<file path="src/rtl/elevator_scheduler.sv">
// ---------------------------------------------------------------------------
// elevator_scheduler
//   Single-car sweep scheduler. Floor calls are latched into a pending set.
//   The car keeps moving in its current direction while requests remain
//   ahead of it. It stops to open the door at every pending floor it reaches,
//   and turns around only when nothing is left ahead.
//
// Parameters
//   FLOORS       number of floors (2..8)
//   DOOR_CYCLES  door-open dwell in clk cycles (>= 1)
//
// Ports
//   clk        sole clock, rising edge
//   rst        synchronous active-high reset
//   call_req   level requests, bit i asks for service at floor i
//   arrive     one-cycle pulse from the car: adjacent floor reached
//   move_up    command car up one floor, held until arrive
//   move_down  command car down one floor, held until arrive
//   door_open  door open at cur_floor
//   cur_floor  current car floor, binary
//   pending    latched outstanding requests
//   dir_up     sweep direction, 1 = up
//   busy       high whenever the scheduler is not idle
// ---------------------------------------------------------------------------
module elevator_scheduler #(
  parameter int FLOORS      = 5,
  parameter int DOOR_CYCLES = 4
) (
  input  logic              clk,
  input  logic              rst,
  input  logic [FLOORS-1:0] call_req,
  input  logic              arrive,
  output logic              move_up,
  output logic              move_down,
  output logic              door_open,
  output logic [2:0]        cur_floor,
  output logic [FLOORS-1:0] pending,
  output logic              dir_up,
  output logic              busy
);

  typedef enum logic [1:0] {IDLE, UP, DOWN, DOOR} state_t;

  localparam int CW = $clog2(DOOR_CYCLES + 1);

  state_t            state, state_n;
  logic [2:0]        floor_n;
  logic              dir_n;
  logic [CW-1:0]     cnt, cnt_n;

  // Floor masks relative to the current floor. They are built by comparison
  // rather than by indexing, so the 3-bit floor number never has to match
  // the width of the request vector.
  logic [FLOORS-1:0] cur_m, up_m, dn_m, above_m, below_m, clr_m;
  logic              above, below, at_top, at_bottom;

  always_comb begin
    for (int i = 0; i < FLOORS; i++) begin
      cur_m[i]   = (i == int'(cur_floor));
      up_m[i]    = (i == int'(cur_floor) + 1);
      dn_m[i]    = (i + 1 == int'(cur_floor));
      above_m[i] = (i > int'(cur_floor));
      below_m[i] = (i < int'(cur_floor));
    end
  end

  assign above     = |(pending & above_m);
  assign below     = |(pending & below_m);
  assign at_top    = (int'(cur_floor) == FLOORS - 1);
  assign at_bottom = (cur_floor == 3'd0);

  // Next-state decision.
  // NOTE: every signal is given a default before the case, so no path leaves
  // one unassigned and no latch is inferred.
  always_comb begin
    state_n = state;
    floor_n = cur_floor;
    dir_n   = dir_up;
    cnt_n   = cnt;
    unique case (state)
      IDLE: begin
        if (|(pending & cur_m)) begin
          state_n = DOOR;
          cnt_n   = CW'(DOOR_CYCLES);
        end else if (above && below) begin
          state_n = dir_up ? UP : DOWN;
        end else if (above) begin
          state_n = UP;
          dir_n   = 1'b1;
        end else if (below) begin
          state_n = DOWN;
          dir_n   = 1'b0;
        end
      end
      UP: begin
        if (arrive) begin
          if (at_top) begin
            // A spurious arrive at the end of the shaft must not wrap the floor.
            state_n = IDLE;
          end else begin
            floor_n = cur_floor + 3'd1;
            if (|(pending & up_m)) begin
              state_n = DOOR;
              cnt_n   = CW'(DOOR_CYCLES);
            end
          end
        end
      end
      DOWN: begin
        if (arrive) begin
          if (at_bottom) begin
            state_n = IDLE;
          end else begin
            floor_n = cur_floor - 3'd1;
            if (|(pending & dn_m)) begin
              state_n = DOOR;
              cnt_n   = CW'(DOOR_CYCLES);
            end
          end
        end
      end
      DOOR: begin
        if (cnt <= CW'(1)) begin
          cnt_n = '0;
          // Prefer to continue the current sweep; reverse only when nothing
          // is left ahead.
          if (dir_up) begin
            if (above) begin
              state_n = UP;
            end else if (below) begin
              state_n = DOWN;
              dir_n   = 1'b0;
            end else begin
              state_n = IDLE;
            end
          end else begin
            if (below) begin
              state_n = DOWN;
            end else if (above) begin
              state_n = UP;
              dir_n   = 1'b1;
            end else begin
              state_n = IDLE;
            end
          end
        end else begin
          cnt_n = cnt - CW'(1);
        end
      end
      default: state_n = IDLE;
    endcase
  end

  // The request at the door floor is cleared on the entry edge, throughout
  // the dwell, and on the expiry edge. A call held for the whole dwell
  // therefore does not reopen the door.
  always_comb begin
    for (int i = 0; i < FLOORS; i++) begin
      clr_m[i] = (i == int'(floor_n)) && ((state == DOOR) || (state_n == DOOR));
    end
  end

  // NOTE: sequential state uses non-blocking assignments only, so every
  // register samples the values from before this edge.
  always_ff @(posedge clk) begin
    if (rst) begin
      state     <= IDLE;
      cur_floor <= 3'd0;
      pending   <= '0;
      dir_up    <= 1'b1;
      cnt       <= '0;
      move_up   <= 1'b0;
      move_down <= 1'b0;
      door_open <= 1'b0;
      busy      <= 1'b0;
    end else begin
      state     <= state_n;
      cur_floor <= floor_n;
      pending   <= (pending | call_req) & ~clr_m;
      dir_up    <= dir_n;
      cnt       <= cnt_n;
      move_up   <= (state_n == UP);
      move_down <= (state_n == DOWN);
      door_open <= (state_n == DOOR);
      busy      <= (state_n != IDLE);
    end
  end

endmodule
</file>
<file path="config.mk">
export PLATFORM = sky130hd
export DESIGN_NAME = elevator_scheduler
export DESIGN_NICKNAME = d
export VERILOG_FILES = /design/src/rtl/elevator_scheduler.sv
export SDC_FILE = /design/constraint.sdc
export NUM_CORES = 1
export LEC_CHECK = 0
export BUFFER_PORTS_ARGS = -buffer_cell sky130_fd_sc_hd__buf_2
export CAP_MARGIN = 40
export CORE_AREA = 2 2 53 55
export DETAILED_ROUTE_END_ITERATION = 10
export DIE_AREA = 0 0 55 57
export GPL_TIMING_DRIVEN = 0
export PLACE_DENSITY = 0.77
export SYNTH_ARGS = -nofsm -noshare
export SYNTH_HDL_FRONTEND = slang
export SYNTH_SLANG_ARGS = --single-unit
</file>
<file path="constraint.sdc">
create_clock -name clk -period 2.95 [get_ports clk]
set_clock_uncertainty 0.15 [all_clocks]
set_input_delay 0.7375 -clock clk [delete_from_list [all_inputs] [get_ports clk]]
set_output_delay 0.7375 -clock clk [all_outputs]
set_load 0.02 [all_outputs]
</file>
==> summary.txt <==
Setup path
  – Slowest stage cell, crit path: sky130_fd_sc_hd__dfxtp_2
  – Startpoint type of the worst setup path: flip-flop
  – CP arrival: approximately 2800 ps
  – Worst-path fanout max: 11
  – Dominant cell type by count on the critical path: sky130_fd_sc_hd__ha_1
  – Ordered cell list for the critical path: ha_1, ha_1, mux2_2, a2bb2oi_1, nor2_1, o211ai_1, a32o_1, o21a_1, a21oi_1
  – RR Endpoint: busy$_SDFF_PP0_
  – Critical path's largest stage delay: slightly below 400 ps
  – R2R cell count: 9
  – Slack of the worst reg-to-reg path: about 210 ps
  – Worst endpoint required time: 2980 ps
  – Endpoint class of the critical path: flip-flop
  – RR Startpoint: cur_floor[0]$_SDFF_PP0_
  – Worst Path Buf+Inv: 0
  – Gate family responsible for the most delay along the worst path: compound AO/OA/AOI/OAI gates
  – Setup crit start: cur_floor[0]$_SDFF_PP0_
  – Classification of the worst setup path: flip-flop to flip-flop

Logic synthesis
  – Cell taking the most area after synthesis: sky130_fd_sc_hd__dfxtp_1
  – Synth cell count leaders: 18 x sky130_fd_sc_hd__dfxtp_1, 18 x sky130_fd_sc_hd__nor2_1, 13 x sky130_fd_sc_hd__a21oi_1, 13 x sky130_fd_sc_hd__ha_1, 13 x sky130_fd_sc_hd__inv_1
  – Fraction of synthesized cell area taken by the top area cell type: about 26%
  – Ys async rst share: 0%
  – Number of synthesized register bits: 18
  – Netlist Area Pre-Place: 1390 um^2
  – Mean instance size in the synthesized netlist: 8.40 um^2
  – Share of the yosys chip area belonging to registers: roughly 26%
  – Number of enable flip-flop cells after synthesis: 0
  – Cell types with the largest area share after synthesis: sky130_fd_sc_hd__dfxtp_1 26%, sky130_fd_sc_hd__ha_1 12%, sky130_fd_sc_hd__nor2_1 4.9%, sky130_fd_sc_hd__a21oi_1 4.7%, sky130_fd_sc_hd__inv_1 3.5%
  – Synthesized Nets: 186
  – Synth Flop Type: sky130_fd_sc_hd__dfxtp_1
  – Post-synthesis instance total: between 150 and 200
  – Number of warning messages in the yosys log: 0
  – Post-synth cell types: 53

Die
  – Number of placed I/O pins: 21
  – Effective utilization at floorplan: 53.0%
  – Core area: 2620 um^2
  – Y dimension of the die: 57 um
  – Row count: 19
  – Die ar.: ~3100 um^2
  – Die width: 55 um

Clocking
  – Clock sink count: 18
  – Library cell used as clock root buffer: sky130_fd_sc_hd__clkbuf_4
  – Number of levels in the clock H-tree: 1
  – Number of buffers created by CTS: 3
  – Number of buffers inserted for hold repair after clock tree synthesis: 0
  – Clock-pin slew on the worst setup and hold paths: 100 ps
  – Number of buffers inserted by post-CTS setup repair: 0
  – TritonCTS clock tree: done
  – Number of buffers on the longest clock path: 2
  – Clock latency of the later-clocked register in the worst-skew pair: 300 ps

Worst hold path
  – Worst Hold Path Cells: 2
  – Critical hold path startpoint: cnt[1]$_SDFFE_PP0P_
  – Hold WC Path Type: flip-flop to flip-flop
  – Endpoint, Worst Hold: cnt[1]$_SDFFE_PP0P_

GRT
  – Wire length of the first global-routing pass: 5690 um
  – Number of antenna violations at the first check in global routing: 0
  – Overflow left after global routing: 0
  – Pin count of the biggest net entering global routing: 12
  – Global-route total usage across every layer: 24.5%
  – Number of global-route vias before repair: 1271

Drt
  – Initial DRC count: 44
  – Count of nets left with antenna violations after detail routing: 0
  – Number of search-and-repair iterations in the first detailed-routing pass: 4
  – Average vias per placed instance: 6.08
  – Number of remaining DRC errors: 0
  – WL/cell: between 15 and 20 um
  – Detailed-route wire length: 3450 um
  – Total number of vias: 1332

Power
  – Total power density per cell area: 770 nW/um^2
  – Maximum vdd drop: 0.000797 V
  – Total Power: around 1.2 mW
  – Reported leakage power: 0.664 nW

STA
  – Number of setup violations in the final report: 0
  – Max-slew violation total from the final report: 0
  – Portion of the clock cycle consumed by the worst path in the final layout: 92.8%
  – Setup_tns: 0 ps
  – Min setup slack post-route: between 200 and 250 ps
  – Highest achievable clock rate: 365 MHz
  – Hold slack final: about 330 ps
  – Post-route minimum period: 2740 ps
  – Setup repair after global routing missed its margin: no
  – Endpoints failing hold: 0
  – Relative slew slack: 49.4%
  – Slew at the pin with the worst max-slew slack: 740 ps

Layout
  – Final cell utilization of the core: just under 60%
  – Final net count: 210
  – Share of cells above drive strength 1: 21.8%
  – Post-Layout Cell Count: 219
  – Fillcell total: roughly 250
  – Area of all placed cells without fillers: 1560 um^2
  – Post-synthesis to final-layout area growth: 12.5%
  – Number of antenna cells inserted: 0

Placement
  – Placed cell count: ~220
  – Worst-case setup slack after placement: 71.4 ps
  – Instance area at placement: 1520 um^2
  – DP HPWL: 2680 um
  – PortBufs: 19
  – Final GP Congestion: 0.889

Job
  – Maximum Capacitance Violations: 0

Status
  – Run status: finished, final reports clean
power by group:
group / switching, mW / internal, mW / leakage (nW)
registers: 0.0531 / 0.298 / 0.149
clock network: 0.0759 / 0.0753 / 0.0210
logic: 0.432 / 0.267 / 0.494
total: 0.561 / 0.640 / 0.664
final cells by class:
class,count,area (um^2),area share (%)
Clock buffer,4,36.3,2.33
Buffer,4,17.5,1.12
Tap cell,31,38.8,2.49
Inverter,14,52.6,3.37
Sequential cell,18,363,23.3
Timing Repair Buffer,19,95.1,6.09
Multi-Input combinational cell,129,957,61.3
worst max-delay path by stage:
stage | endpoint | slack [ps] | cells after the start
2_1_floorplan | pending[0]$_SDFF_PP0_ | 380 | 10
3_3_place_gp | pending[2]$_SDFF_PP0_ | 110 | 10
3_5_place_dp | pending[0]$_SDFF_PP0_ | 70 | 10
4_1_cts | pending[0]$_SDFF_PP0_ | 30 | 10
5_1_grt | busy$_SDFF_PP0_ | 100 | 9
6_report | busy$_SDFF_PP0_ | 210 | 9
layout by cell type (no fill, tap or decap), types with 2 or more instances in the layout:
cell type	instances
sky130_fd_sc_hd__and2_1	3
sky130_fd_sc_hd__buf_1	2
sky130_fd_sc_hd__dfxtp_2	2
sky130_fd_sc_hd__nand3_1	4
sky130_fd_sc_hd__a21oi_1	13
sky130_fd_sc_hd__dfxtp_1	16
sky130_fd_sc_hd__ha_1	13
sky130_fd_sc_hd__a41oi_1	2
sky130_fd_sc_hd__nand2_1	12
sky130_fd_sc_hd__o2111ai_1	2
sky130_fd_sc_hd__o21ai_0	7
sky130_fd_sc_hd__and3_1	2
sky130_fd_sc_hd__a222oi_1	2
sky130_fd_sc_hd__inv_1	13
sky130_fd_sc_hd__clkbuf_4	3
sky130_fd_sc_hd__a31oi_1	2
sky130_fd_sc_hd__a22oi_1	2
sky130_fd_sc_hd__nor2_1	18
sky130_fd_sc_hd__a21o_1	3
sky130_fd_sc_hd__buf_2	20
sky130_fd_sc_hd__o21bai_1	4
sky130_fd_sc_hd__o211ai_1	2
sky130_fd_sc_hd__nor3_1	3
sky130_fd_sc_hd__a2bb2oi_1	2
sky130_fd_sc_hd__or3_1	3
sky130_fd_sc_hd__nand2b_1	2
sky130_fd_sc_hd__mux2_2	2
flip-flops by register name, summed over array words and instances, names as in the netlist:
register   cells
busy           1
cnt            3
cur_floor      3
dir_up         1
door_open      1
move_down      1
move_up        1
pending        5
state          2
worst reg2reg max path, cell delays in order (launching register included):
cell	delay, ps
sky130_fd_sc_hd__dfxtp_2	390
sky130_fd_sc_hd__ha_1	220
sky130_fd_sc_hd__ha_1	350
sky130_fd_sc_hd__mux2_2	350
sky130_fd_sc_hd__a2bb2oi_1	230
sky130_fd_sc_hd__nor2_1	110
sky130_fd_sc_hd__o211ai_1	210
sky130_fd_sc_hd__a32o_1	270
sky130_fd_sc_hd__o21a_1	250
sky130_fd_sc_hd__a21oi_1	100
repair_timing:
| action | in CTS | in global routing |
|---|---|---|
| resized for setup | 0 | 6 |
| setup endpoints to repair | 0 | 11 |
| hold endpoints to repair | 0 | 0 |
layer usage:
metal	vias up	GRT usage [%]	part of all wire, %
met5	-	0	0
met4	0	6.27	1.2
met3	5	2.36	3.1
met2	30	41.8	51
met1	640	32.6	45
li1	657	-	-
logic make-up (layout without fill, tap and decap cells):
family	after synthesis	count (layout)	share of synthesized area [%]
flops	18	18	26.0
mux	3	3	2.35
buf+inv	18	41	4.96
compound gates	59	59	35.6
fa+ha+maj	13	13	11.7
simple gates	54	54	19.4
Power figures use the tool's default switching activity.
